File: config.mk
export PLATFORM = sky130hd
export DESIGN_NAME = sram_loader
export DESIGN_NICKNAME = d
export VERILOG_FILES = /design/src/rtl/sram_loader_pkg.sv /design/src/rtl/sram_loader_packer.sv /design/src/rtl/sram_loader.sv
export SDC_FILE = /design/constraint.sdc
export NUM_CORES = 1
export LEC_CHECK = 0
export CELL_PAD_IN_SITES_DETAIL_PLACEMENT = 1
export CELL_PAD_IN_SITES_GLOBAL_PLACEMENT = 1
export CORE_UTILIZATION = 30
export DETAILED_ROUTE_END_ITERATION = 12
export GPL_TIMING_DRIVEN = 0
export PLACE_DENSITY_LB_ADDON = 0.1
export SKIP_CTS_REPAIR_TIMING = 1
export SYNTH_ARGS = -nofsm -noshare
export SYNTH_HDL_FRONTEND = slang
export SYNTH_HIERARCHICAL = 1
export SYNTH_SLANG_ARGS = --single-unit
File: constraint.sdc
create_clock -name clk -period 3.7 [get_ports clk]
set_clock_uncertainty 0.1 [all_clocks]
set_input_delay 0.37 -clock clk [delete_from_list [all_inputs] [get_ports clk]]
set_output_delay 0.37 -clock clk [all_outputs]
set_load 0.03 [all_outputs]
File: src/rtl/sram_loader_pkg.sv
// Shared definitions for the SRAM loader: FSM states, header field
// positions and the default number of stream beats per weight word.
package sram_loader_pkg;

  typedef enum logic [2:0] {
    IDLE    = 3'd0,
    PAYLOAD = 3'd1,
    TRAILER = 3'd2,
    FLUSH   = 3'd3,
    DONE    = 3'd4
  } state_t;

  // Header beat layout: [15] target, [14:8] count-1, [7] reserved, [6:0] start address
  localparam int TGT_BIT  = 15;
  localparam int CNT_MSB  = 14;
  localparam int CNT_LSB  = 8;
  localparam int ADDR_MSB = 6;

  localparam int DEF_W_DATA_WIDTH = 80;
  localparam int DEF_S_WIDTH      = 16;
  localparam int W_BEATS          = DEF_W_DATA_WIDTH / DEF_S_WIDTH;

endpackage

File: src/rtl/sram_loader_packer.sv
// Beat-to-word assembler: collects BEATS stream beats LSB-first into one
// wide word. The final beat is fed straight through to the top slice so the
// complete word is available in the same cycle the last beat is accepted.
module loader_packer
  import sram_loader_pkg::*;
#(
  parameter int BEATS   = W_BEATS,
  parameter int S_WIDTH = 16
) (
  input  logic                       clk,
  input  logic                       rst,
  input  logic                       clear,
  input  logic                       beat_valid,
  input  logic [S_WIDTH-1:0]         beat_data,
  output logic [BEATS*S_WIDTH-1:0]   word,
  output logic                       word_done
);

  localparam int CW = (BEATS > 1) ? $clog2(BEATS) : 1;

  logic [CW-1:0] cnt_reg;

  assign word_done = beat_valid && (cnt_reg == CW'(BEATS - 1));

  // Beat counter: restarts on clear and after each completed word
  always_ff @(posedge clk) begin
    if (rst || clear) begin
      cnt_reg <= '0;
    end else if (beat_valid) begin
      cnt_reg <= word_done ? '0 : cnt_reg + 1'b1;
    end
  end

  genvar gi;
  generate
    for (gi = 0; gi < BEATS - 1; gi++) begin : g_slot
      logic [S_WIDTH-1:0] slot_reg;
      // Capture beat gi of the word being assembled
      always_ff @(posedge clk) begin
        if (rst) begin
          slot_reg <= '0;
        end else if (beat_valid && (cnt_reg == CW'(gi))) begin
          slot_reg <= beat_data;
        end
      end
      assign word[gi*S_WIDTH +: S_WIDTH] = slot_reg;
    end
  endgenerate

  assign word[(BEATS-1)*S_WIDTH +: S_WIDTH] = beat_data;

endmodule

File: src/rtl/sram_loader.sv
// Stream-to-SRAM loader: parses a header beat, then writes payload beats to
// the input SRAM (one beat per word) or the weight SRAM (W/S beats per word).
// Optional trailer checksum check is compiled in with SRAM_LOADER_CHECKSUM_EN.
module sram_loader
  import sram_loader_pkg::*;
#(
  parameter int ADDR_WIDTH   = 7,
  parameter int W_DATA_WIDTH = 80,
  parameter int I_DATA_WIDTH = 16,
  parameter int S_WIDTH      = 16
) (
  input  logic                    clk,
  input  logic                    rst,
  input  logic [S_WIDTH-1:0]      s_data,
  input  logic                    s_valid,
  output logic                    s_ready,
  output logic                    weight_we,
  output logic [ADDR_WIDTH-1:0]   weight_addr,
  output logic [W_DATA_WIDTH-1:0] weight_din,
  output logic                    input_we,
  output logic [ADDR_WIDTH-1:0]   input_addr,
  output logic [I_DATA_WIDTH-1:0] input_din,
  output logic                    busy,
  output logic                    done,
  output logic                    err
);

  localparam int BEATS = W_DATA_WIDTH / S_WIDTH;

  state_t                  state_reg, state_next;
  logic                    target_reg;
  logic [ADDR_WIDTH-1:0]   addr_reg;
  logic [ADDR_WIDTH-1:0]   left_reg;
  logic                    weight_we_reg, input_we_reg;
  logic [ADDR_WIDTH-1:0]   weight_addr_reg, input_addr_reg;
  logic [W_DATA_WIDTH-1:0] weight_din_reg;
  logic [I_DATA_WIDTH-1:0] input_din_reg;

  logic                    fire, hdr_fire, pay_fire;
  logic                    pack_valid, pack_done, word_write, last_word;
  logic [W_DATA_WIDTH-1:0] pack_word;

  // Ready is gated by rst so every output reads 0 while reset is held
  assign s_ready    = !rst && (state_reg == IDLE || state_reg == PAYLOAD ||
                               state_reg == TRAILER);
  assign fire       = s_valid && s_ready;
  assign hdr_fire   = fire && (state_reg == IDLE);
  assign pay_fire   = fire && (state_reg == PAYLOAD);
  assign pack_valid = pay_fire && !target_reg;
  assign word_write = pay_fire && (target_reg || pack_done);
  assign last_word  = word_write && (left_reg == '0);

  assign busy        = (state_reg != IDLE);
  assign done        = (state_reg == DONE);
  assign weight_we   = weight_we_reg;
  assign weight_addr = weight_addr_reg;
  assign weight_din  = weight_din_reg;
  assign input_we    = input_we_reg;
  assign input_addr  = input_addr_reg;
  assign input_din   = input_din_reg;

  loader_packer #(
    .BEATS   (BEATS),
    .S_WIDTH (S_WIDTH)
  ) u_packer (
    .clk        (clk),
    .rst        (rst),
    .clear      (state_reg == IDLE),
    .beat_valid (pack_valid),
    .beat_data  (s_data),
    .word       (pack_word),
    .word_done  (pack_done)
  );

  // Next-state logic
  always_comb begin
    state_next = state_reg;
    case (state_reg)
      IDLE:    if (hdr_fire) state_next = PAYLOAD;
`ifdef SRAM_LOADER_CHECKSUM_EN
      PAYLOAD: if (last_word) state_next = TRAILER;
      TRAILER: if (fire) state_next = FLUSH;
`else
      PAYLOAD: if (last_word) state_next = FLUSH;
`endif
      FLUSH:   state_next = DONE;
      DONE:    state_next = IDLE;
      default: state_next = IDLE;
    endcase
  end

  // State register, header capture, address walk and registered SRAM writes
  always_ff @(posedge clk) begin
    if (rst) begin
      state_reg       <= IDLE;
      target_reg      <= 1'b0;
      addr_reg        <= '0;
      left_reg        <= '0;
      weight_we_reg   <= 1'b0;
      weight_addr_reg <= '0;
      weight_din_reg  <= '0;
      input_we_reg    <= 1'b0;
      input_addr_reg  <= '0;
      input_din_reg   <= '0;
    end else begin
      state_reg     <= state_next;
      weight_we_reg <= 1'b0;
      input_we_reg  <= 1'b0;
      if (hdr_fire) begin
        target_reg <= s_data[TGT_BIT];
        left_reg   <= ADDR_WIDTH'(s_data[CNT_MSB:CNT_LSB]);
        addr_reg   <= ADDR_WIDTH'(s_data[ADDR_MSB:0]);
      end
      if (word_write) begin
        if (target_reg) begin
          input_we_reg   <= 1'b1;
          input_addr_reg <= addr_reg;
          input_din_reg  <= I_DATA_WIDTH'(s_data);
        end else begin
          weight_we_reg   <= 1'b1;
          weight_addr_reg <= addr_reg;
          weight_din_reg  <= pack_word;
        end
        addr_reg <= addr_reg + 1'b1;
        left_reg <= left_reg - 1'b1;
      end
    end
  end

`ifdef SRAM_LOADER_CHECKSUM_EN
  logic [S_WIDTH-1:0] sum_reg;
  logic               mismatch_reg;
  logic               err_reg;

  // Running payload sum, trailer compare, and sticky err raised entering DONE
  always_ff @(posedge clk) begin
    if (rst) begin
      sum_reg      <= '0;
      mismatch_reg <= 1'b0;
      err_reg      <= 1'b0;
    end else begin
      if (hdr_fire) begin
        sum_reg      <= '0;
        mismatch_reg <= 1'b0;
        err_reg      <= 1'b0;
      end
      if (pay_fire) sum_reg <= sum_reg + s_data;
      if (fire && state_reg == TRAILER) mismatch_reg <= (s_data != sum_reg);
      if (state_reg == FLUSH && mismatch_reg) err_reg <= 1'b1;
    end
  end

  assign err = err_reg;
`else
  assign err = 1'b0;
`endif

endmodule

# Yosys cells after proc, flatten, opt, wreduce, memory -nomap -nowiden
# Index checks and enable logic that the tools add are counted.
dict set report classes {
  mux 10
  bitwise 2
  eq_ne 10
  n_reduce_logical 27
  add_sub_neg 3
}
# op n
set op_table {}
lappend op_table {{2-to-1 mux 7 bit} 4}
lappend op_table {{equality test 3 x 2 -> 1 bit, second input constant} 4}
lappend op_table {{logical AND 1 bit} 12}
lappend op_table {{2-to-1 mux 3 bit} 3}
lappend op_table {{one-hot mux 3 bit (3 select lines)} 1}
lappend op_table {{adder 7 x 1 -> 7 bit, second input constant} 1}
lappend op_table {{zero test 7 bit} 1}
lappend op_table {{subtractor 7 x 1 -> 7 bit, second input constant} 1}
lappend op_table {{equality test 3 x 1 -> 1 bit, second input constant} 2}
lappend op_table {{equality test 3 bit, second input constant} 2}
lappend op_table {{zero test 3 bit} 2}
lappend op_table {{AND reduction 2 bit} 3}
lappend op_table {{logical OR 1 bit} 4}
lappend op_table {{!= test 2 bit, second input constant} 2}
lappend op_table {{adder 3 x 1 -> 3 bit, second input constant} 1}
lappend op_table {{nonzero test 3 bit} 1}
lappend op_table {{zero test 1 bit} 2}
lappend op_table {{2-to-1 mux 1 bit} 2}
lappend op_table {{NOT 1 bit} 2}
lappend op_table {{nonzero test 2 bit} 1}
lappend op_table {{OR reduction 2 bit} 1}
dict set report word_totals {
  reg_bits 197
  input_bits 19
  out_inout_bits 116
  wordCells 67
}

# Depth between registers and ports, before layout
# Gate-level depths: netlist (run 1).
dict set report depth {
  word_depth 13
  depth_mapped 12
  depth_no_buf 8
}

# Cells and area by module
# Netlist (run 1), hierarchy kept.
# module instances area_per_inst_um2 seq_area_each_um2 cells_each
set by_module_without_submodules {}
lappend by_module_without_submodules {sram_loader 1 4742.0 2602.5 602}
lappend by_module_without_submodules {loader_packer 1 2720.1 1341.3 323}

# Least setup slack after synthesis (run 1)
# No wires, ideal clock.
dict set report synth_timing {
  path_type {reg2reg}
  start {reg state_reg[2]}
  end {reg left_reg[6]}
  arrival_ns 2.455
  setup_ns 0.074
  path_buffers 3
  slack_ns 1.070
  synth_period_minus_slack_ns 2.630
  required_time_ns 3.526
  stages_incl_launch_ff 12
  cell_sequence {dfxtp_1 > nor4b_2 > buf_2 > nand2_1 > nor2_1 > buf_4 > and3_1 > or2_2 > nand3_1 > buf_2 > or4_1 > a31oi_1}
}
dict set report synth_via {
  elab_chain_len 11
  elab_cells_between_ends 15
  classes_between {2 x eq/ne; 1 x mux; 12 x reduce/logical}
}
# item line_no
set synth_lines {}
lappend synth_lines {{start, declared} sram_loader.sv:30} ;# state_t state_reg, state_next;
lappend synth_lines {{start signal, assigned} sram_loader.sv:106} ;# state_reg <= state_next;
lappend synth_lines {{equality test 3 x 1 -> 1 bit / zero test 3 bit (equally long branches)} {sram_loader.sv:44, sram_loader.sv:48}}
lappend synth_lines {{logical OR 1 bit (2 in series)} sram_loader.sv:44} ;# assign s_ready = !rst && (state_reg == IDLE || state_reg == PAYLOAD ||
lappend synth_lines {{logical AND 1 bit} sram_loader.sv:44}
lappend synth_lines {{logical AND 1 bit} sram_loader.sv:46} ;# assign fire = s_valid && s_ready;
lappend synth_lines {{logical AND 1 bit *} sram_loader.sv:48} ;# assign pay_fire = fire && (state_reg == PAYLOAD);
lappend synth_lines {{logical AND 1 bit *} sram_loader.sv:49} ;# assign pack_valid = pay_fire && !target_reg;
lappend synth_lines {{net pack_valid} sram_loader.sv:40} ;# logic pack_valid, pack_done, word_write, last_word;
lappend synth_lines {{logical AND 1 bit *} sram_loader_packer.sv:23} ;# assign word_done = beat_valid && (cnt_reg == CW'(BEATS - 1));
lappend synth_lines {{net pack_done} sram_loader.sv:40}
lappend synth_lines {{logical OR 1 bit *} sram_loader.sv:50} ;# assign word_write = pay_fire && (target_reg || pack_done);
lappend synth_lines {{logical AND 1 bit *} sram_loader.sv:50}
lappend synth_lines {{2-to-1 mux 7 bit / nonzero test 2 bit (equally long branches)} -}
lappend synth_lines {{end signal, assigned} sram_loader.sv:111} ;# left_reg <= ADDR_WIDTH'(s_data[CNT_MSB:CNT_LSB]);
lappend synth_lines {{end signal, assigned} sram_loader.sv:125} ;# left_reg <= left_reg - 1'b1;
lappend synth_lines {{end, declared} sram_loader.sv:33} ;# logic [ADDR_WIDTH-1:0] left_reg;
# The timed path passes the listed nets; every way through them passes the cells marked *.
# A chain may end at the register's enable or synchronous reset.

# Final worst setup path (run 1)
dict set report layout_timing {
  start {in rst}
  end {reg weight_din_reg[54], in the netlist weight_din[54]}
}
dict set report layout_via {
  elab_chain_len 9
}
# item line_no
set layout_lines {}
lappend layout_lines {{start, declared} sram_loader.sv:13} ;# input logic rst,
lappend layout_lines {{zero test 1 bit} sram_loader.sv:44}
lappend layout_lines {{logical AND 1 bit} sram_loader.sv:44}
lappend layout_lines {{logical AND 1 bit} sram_loader.sv:46}
lappend layout_lines {{logical AND 1 bit} sram_loader.sv:48}
lappend layout_lines {{logical AND 1 bit} sram_loader.sv:49}
lappend layout_lines {{net pack_valid} sram_loader.sv:40}
lappend layout_lines {{logical AND 1 bit} sram_loader_packer.sv:23}
lappend layout_lines {{net pack_done} sram_loader.sv:40}
lappend layout_lines {{logical OR 1 bit} sram_loader.sv:50}
lappend layout_lines {{logical AND 1 bit} sram_loader.sv:50}
lappend layout_lines {{AND reduction 2 bit (no source line)} -}
lappend layout_lines {{end signal, assigned} sram_loader.sv:122} ;# weight_din_reg <= pack_word;
lappend layout_lines {{end, declared} sram_loader.sv:36} ;# logic [W_DATA_WIDTH-1:0] weight_din_reg;
# The timed path passes the listed nets, and every way through them passes these cells.

==> metrics.txt, run 1 <==
status finished clean; CTS tree built; initial antenna violation count 0; area grow syn2layout 31.6%; Syn Inst Count 925; warnings from Yosys 6; fin nets 1105; final hold vios 0; 1st-pass router iterations 4; post-route ant nets 0; number of CTS-inserted buffers 17; Slew Limit Fails 0; Bufs and invs on worst path 5; Seq/Total Area, Yosys 0.529; global route total overflow 0; Crit. End Element flip-flop; Initial Util 0.306; leading area contributor after synthesis dfxtp_1; CP delay by family, top buffers and inverters; max FFs per register 80; Peak VDD IR 0.247 mV; htree depth 4; Syn Area/Cell 8.07 sq um; Final Cell Area 9820 sq um; Tcrit/Tclk final 0.902; post-detail-place hpwl 16.8 mm; Post-Place Cell Area 9200 sq um; worst slew pin tran 810 ps; FF+latch count, synth 197; Crit Path Max Fanout 10; synthesized cell area 7460 sq um; GP Congestion 0.802; vias in the first global route 6633; most numerous cell in the Yosys netlist nand2_1; vias 6611; core area 24400 sq um; row count 57; Root Buffer clkbuf_16; Synth Flop Type dfxtp_1; Die Width 160 um; flop2flop setup slack 550 ps; Post-synth EDFFs 0; crit path kind in -> reg; PwrDens 436 nW/um^2; Most common cell on crit path nand2_1; antenna cells 0; largest net degree at the start of global routing 19; # IOs 135; clock transition at the registers of the reported paths 80 ps; Critical-path top delay cell clkdlybuf4s50_1; clock tree buffer depth 2; number of max-cap violations 0; fin crit period 3340 ps; PortBufs 133; chip height 160 um; WL per Instance 17.3 um; Yosys cell types 46; Hold Path Class reg -> reg; Worst EP arrival 3540 ps; clk sinks 197; Worst Path Required 3900 ps; commonest cells in the netlist nand2_1, dfxtp_1, a21oi_1; layout cell share with drive strength beyond 1 0.107; Async SR Flop Fraction 0; fmax 300 MHz; Slew HR 0.455; Vias per Instance 4.67; Routed WL 24.4 mm; DRC Markers 0; CP cell instances clkdlybuf4s50_1, nor4b_4, buf_2, nand2_1, nor2_2, buf_4, and3_1, nand4b_1, clkbuf_2, clkbuf_1, nand2_1, a21oi_1; unrepaired setup endpoints after global routing no; syn nets 951; startpoint types primary input; Initial DRC Count 353; total die area 25500 sq um; Clk Latency, worst-skew pair 440 ps; Setup TNS Final 0 ps; Lkg Pwr 3.25 nW; post-synth top area share 0.529; GRT Overall Usage 0.196; largest cells by area after synthesis dfxtp_1, nand2_1, a21oi_1, a21oi_2, buf_4; # setup viols final 0; Largest stage delay, worst path 620 ps; first-pass GRT wire length 38.1 mm
power by group:
group | switching, W | internal, W
Combinational | 0.000139 | 0.0000637
Sequential | 0.0000147 | 0.00213
Clock | 0.000911 | 0.00102
cells in the final DEF (no fill, tap or decap), drive strengths merged, types with 3 or more instances in the layout:
cell type / instances
a211oi: 5
a21oi: 184
a22oi: 3
a31oi: 5
and3b: 3
buf: 52
clkbuf: 46
clkdlybuf4s50: 133
clkinv: 4
dfxtp: 197
ha: 7
inv: 19
nand2: 369
nand2b: 3
nand3: 7
nand3b: 3
nor2: 6
nor3: 4
o21ai: 4
tightest hold or removal path: cells and delay by family, from the launching register on:
kind | cells | cell delay, ps
AO/OA/AOI/OAI | 1 | 50
flip-flops | 1 | 310
AND/OR/NAND/NOR | 1 | 50
per-stage QoR:
stage / cells / utilization / total power (W) / hold WS [ps] / setup slack, ps
6_report: 1415 / 0.403 / 0.00428 / 357 / 364
5_1_grt: 1415 / 0.403 / 0.00443 / 376 / 93.0
4_1_cts: 1413 / 0.401 / 0.00433 / 359 / -120
3_5_place_dp: 1382 / 0.377 / 0.00240 / 349 / -561
3_3_place_gp: 1382 / 0.377 / 0.00240 / 343 / -519
2_1_floorplan: 925 / - / 0.00229 / 332 / 1070
final cells by class:
| type | instances | area (sq um) |
|---|---|---|
| fillers | 2939 | 14600 |
| flip-flops and latches | 197 | 3940 |
| multi-input cells | 636 | 3010 |
| repair buffers | 135 | 1350 |
| plain buffers | 79 | 472 |
| clock buffers | 17 | 425 |
| well taps | 324 | 405 |
| clock inverters | 14 | 166 |
| inverters | 13 | 48.8 |
cells by family (layout without fill, tap and decap cells):
group / count (synthesis) / count (layout) / share of synthesized area
simple gates: 413 / 413 / 0.226
compound gates: 214 / 214 / 0.163
flops: 197 / 197 / 0.529
buf+inv: 92 / 258 / 0.0696
fa+ha+maj: 7 / 7 / 0.0117
other cells: 1 / 1 / 0.000503
mux: 1 / 1 / 0.00134
worst paths after layout:
kind | start | to | cells after the start
max reg2reg | state_reg[2] | weight_din[54] | 11
min reg2reg | weight_din[8] | weight_din[8] | 2
max | rst | weight_din[54] | 12
min | weight_din[8] | weight_din[8] | 2
per-layer routing:
metal | up-vias | global-route usage | part of all wire
met2 | 116 | 0.328 | 0.47
met4 | 0 | 0.0498 | 0.012
met3 | 19 | 0.0304 | 0.032
met5 | - | 0 | 0
met1 | 3163 | 0.261 | 0.48
li1 | 3313 | - | -
(Power assumes the default switching activity.)
==> inputs of run 2 (changes only) <==
- SYNTH_HIERARCHICAL: 1 -> default
==> run 2 against run 1 <==
  * Critical path depth decreased by 8
  * Largest cell class unchanged
  * Flip-flop and latch count stayed put
  * Final cell count is 3.9% lower
==> metrics.txt, run 2 <==
Setup WS post-layout 772 ps; post-detail-place hpwl 17.2 mm; RR Endpoint weight_din[30]; Crit Path Max Fanout 10; Vias per Instance 4.82; Tcrit/Tclk final 0.791; first-pass GRT wire length 38.1 mm; status finished clean; area occupied by multi-input gates 3090 sq um; total die area 25100 sq um; Slew HR 0.391; post-route ant nets 0; DRC Markers 0; hold wc startpoint rst; number of max-cap violations 0; placed cells 1328; clk sinks 197; clock tree buffer depth 2; # setup viols final 0; Seq/Total Area, Yosys 0.538; Worst Path Required 3230 ps; FF+latch area 3940 sq um; most numerous cell in the Yosys netlist nand2_1; reg2reg path depth 8; FF+latch count, synth 197; Die Width 158 um; initial antenna violation count 0; Final Cell Area 9610 sq um; Clk Latency, worst-skew pair 430 ps; max FFs per register 80; Root Buffer clkbuf_16; Lkg Pwr 3.11 nW; core area 23800 sq um; vias in the first global route 6527; synthesized cell area 7330 sq um; area grow syn2layout 31.0%; # IOs 135; most frequent cells in the layout nand2_1, dfxtp_1, a21oi_1; worst slew pin tran 913 ps; Hold EP left_reg[6]; Initial Util 0.309; commonest non-fill, non-tap cell in the layout nand2_1; PortBufs 132; syn nets 903; Slew Limit Fails 0; antenna cells 0; fill count 2844; largest net degree at the start of global routing 18; Crit. End Element output pin; Setup TNS Final 0 ps; chip height 158 um; Hold Path Class in -> reg; Peak VDD IR 0.262 mV; startpoint types flip-flop; 1st-pass router iterations 4; GRT Overall Usage 0.206; CTS tree built; fmax 342 MHz; leading area contributor after synthesis dfxtp_1; Syn Area/Cell 8.36 sq um; WL per Instance 18.4 um; flop2flop setup slack 940 ps; row count 56; crit path kind reg -> out; Async SR Flop Fraction 0; global route total overflow 0; unrepaired setup endpoints after global routing no; Synth Flop Type dfxtp_1; Layout Cells excl Fill 1360; fin nets 1054; Yosys cell types 49; commonest cells in the netlist nand2_1, dfxtp_1, a21oi_1; largest cells by area after synthesis dfxtp_1, nand2_1, a21oi_1, mux2i_1, nor2_1; worst hold path depth 4; number of CTS-inserted buffers 17; Routed WL 25.0 mm; r2r startpoint u_packer.cnt_reg[0]; Post-synth EDFFs 0; Post-Place Cell Area 9050 sq um; Worst EP arrival 2460 ps; post-synth top area share 0.538; fin crit period 2930 ps; Initial DRC Count 374; clock transition at the registers of the reported paths 70 ps; vias 6551; final hold vios 0; GP Congestion 0.783; htree depth 4; Syn Inst Count 877; PwrDens 434 nW/um^2; Critical Path Source state_reg[0]; dpl ws 419 ps; Final Core Density 0.404; layout cell share with drive strength beyond 1 0.0500; warnings from Yosys 0
## run 2: cell count changes after synthesis, moves of 15 or more
cell / change
nand2_1: -85
nor2_1: +37
mux2i_1: +36
buf_4: -21
a21oi_2: -20
a21oi_1: -15
## run 2: layout make-up
class,instances,share of cell area
Sequential cell,197,0.411
Multi-Input combinational cell,610,0.321
Timing Repair Buffer,132,0.138
Clock buffer,18,0.0447
Tap cell,319,0.0415
Buffer,59,0.0271
Clock inverter,14,0.0132
Inverter,11,0.00430
## run 2: how the worst max path moves through the flow
| stage | cells after the start | slack [ps] | to |
|---|---|---|---|
| 2_1_floorplan | 6 | 1610 | u_packer.g_slot[0].slot_reg[10] |
| 4_1_cts | 4 | 710 | busy |
| 3_5_place_dp | 8 | 420 | weight_din[33] |
| 5_1_grt | 4 | 640 | busy |
| 6_report | 4 | 770 | busy |
| 3_3_place_gp | 8 | 480 | weight_din[33] |
## run 2: per-layer routing
metal	part of all wire	track usage	up-vias
li1	-	-	3229
met1	0.47	0.266	3156
met2	0.46	0.342	134
met3	0.048	0.0430	32
met4	0.020	0.0664	0
met5	0	0	-
## run 2: power breakdown
group | internal [W] | switching [W] | total, W | leakage [nW]
combinational | 0.0000606 | 0.000147 | 0.000208 | 1.25
clock | 0.000938 | 0.000876 | 0.00181 | 0.277
sequential | 0.00214 | 0.0000170 | 0.00215 | 1.59
total | 0.00313 | 0.00104 | 0.00417 | 3.11
## run 2: cell families after synthesis
logic type / synth area share
buf+inv: 0.0411
compound gates: 0.131
flops: 0.538
other cells: 0.000512
fa+ha+maj: 0.0119
simple gates: 0.227
mux: 0.0505
## run 2: worst max-delay path, cell delays in order, from the launching register on
cell             delay, ps
dfxtp_1                380
clkbuf_1               280
nor3_1                 670
inv_1                   90
clkdlybuf4s50_1        610
## run 2: through the flow
| step | hold slack (ps) | power, W |
|---|---|---|
| after floorplan | 315 | 0.00230 |
| final | 256 | 0.00417 |
| after detailed placement | 347 | 0.00241 |
| after global routing | 292 | 0.00433 |
| after global placement | 341 | 0.00241 |
| after CTS | 251 | 0.00422 |
==> inputs of run 3 (changes only) <==
- clock period: 3.7 -> 2.65 ns (I/O delays scaled with it)
==> run 3 against run 2 <==
  * Die area did not move
  * Largest power group unchanged
  * Clock power rose by 40%
  * Critical path type unchanged
  * Sequential share of layout area fell by 0.18 points
==> metrics.txt, run 3 (synthesis results as in run 2) <==
Routed WL 25.1 mm; crit path kind reg -> out; fill count 2843; htree depth 4; FF+latch area 3940 sq um; Peak VDD IR 0.366 mV; final hold vios 0; total power 0.00583 W; clock transition at the registers of the reported paths 70 ps; antenna cells 0; first-pass GRT wire length 38.1 mm; GP Congestion 0.783; post-detail-place hpwl 17.2 mm; number of max-cap violations 0; DRC Markers 0; initial antenna violation count 0; PortBufs 132; core area 23800 sq um; total die area 25100 sq um; clk sinks 197; number of CTS-inserted buffers 17; CTS tree built; Crit Path Max Fanout 10; placed cells 1328; status finished clean; fmax 398 MHz; GRT Overall Usage 0.206; Initial DRC Count 378; startpoint types flip-flop; # setup viols final 0; Initial Util 0.309; clock tree buffer depth 2; row count 56; vias 6535; area occupied by multi-input gates 3090 sq um; Setup WS post-layout 136 ps; vias in the first global route 6527; fin nets 1058; commonest non-fill, non-tap cell in the layout nand2_1; max FFs per register 80; Vias per Instance 4.79; fin crit period 2510 ps; worst slew pin tran 888 ps; Tcrit/Tclk final 0.949; most frequent cells in the layout nand2_1, dfxtp_1, a21oi_1; unrepaired setup endpoints after global routing no; Slew HR 0.408; largest net degree at the start of global routing 18; dpl ws -526 ps; flop2flop setup slack 250 ps; 1st-pass router iterations 5; Clk Latency, worst-skew pair 430 ps; PwrDens 604 nW/um^2; Worst EP arrival 2150 ps; Die Width 158 um; Crit. End Element output pin; WL per Instance 18.4 um; Hold Path Class in -> reg; hold_ws 152 ps; chip height 158 um; Lkg Pwr 3.14 nW; area grow syn2layout 31.6%; Slew Limit Fails 0; Layout Cells excl Fill 1364; Root Buffer clkbuf_16; # IOs 135; layout cell share with drive strength beyond 1 0.0574; post-route ant nets 0; global route total overflow 0; Worst Path Required 2290 ps
run 3: changes by cell type in the layout (fill, tap and decap cells not counted), sizes merged:
cell    delta
clkbuf     -1
buf        +5
run 3: worst paths after layout:
path | to | start | cells after the start
max | busy | state_reg[0] | 4
min | left_reg[6] | rst | 4
max reg2reg | weight_din[30] | u_packer.cnt_reg[0] | 9
min reg2reg | weight_din[59] | u_packer.g_slot[3].slot_reg[11] | 2
run 3: area by class of cell:
cell class | count | share of cell area
clock inverters | 14 | 0.0131
inverters | 11 | 0.00454
plain buffers | 59 | 0.0272
flip-flops and latches | 197 | 0.409
repair buffers | 136 | 0.140
well taps | 319 | 0.0414
clock buffers | 18 | 0.0445
multi-input cells | 610 | 0.321
run 3: metal layers:
layer  global-route usage  part of all wire
met5                    0                 0
met4               0.0664             0.020
met3               0.0430             0.053
met2                0.342              0.47
met1                0.266              0.46
run 3: report_power, final:
group / internal [W] / switching, W / leakage (nW)
registers: 0.00298 / 0.0000235 / 1.59
logic: 0.0000854 / 0.000207 / 1.27
clock network: 0.00131 / 0.00123 / 0.277
total: 0.00438 / 0.00146 / 3.14
run 3: stage by stage:
stage / area [sq um] / TNS (ps) / utilization
2_1_floorplan: 7330 / 0 / -
3_3_place_gp: 9050 / -32050 / 0.381
3_5_place_dp: 9050 / -35690 / 0.381
4_1_cts: 9610 / -3790 / 0.404
5_1_grt: 9650 / 0 / 0.406
6_report: 9650 / 0 / 0.406
run 3: worst max-delay path, cell delays in order, from the launching register on:
cell and delay (ps):
dfxtp_1 380, clkbuf_2 240, nor3_2 420, inv_1 70, clkdlybuf4s50_1 600
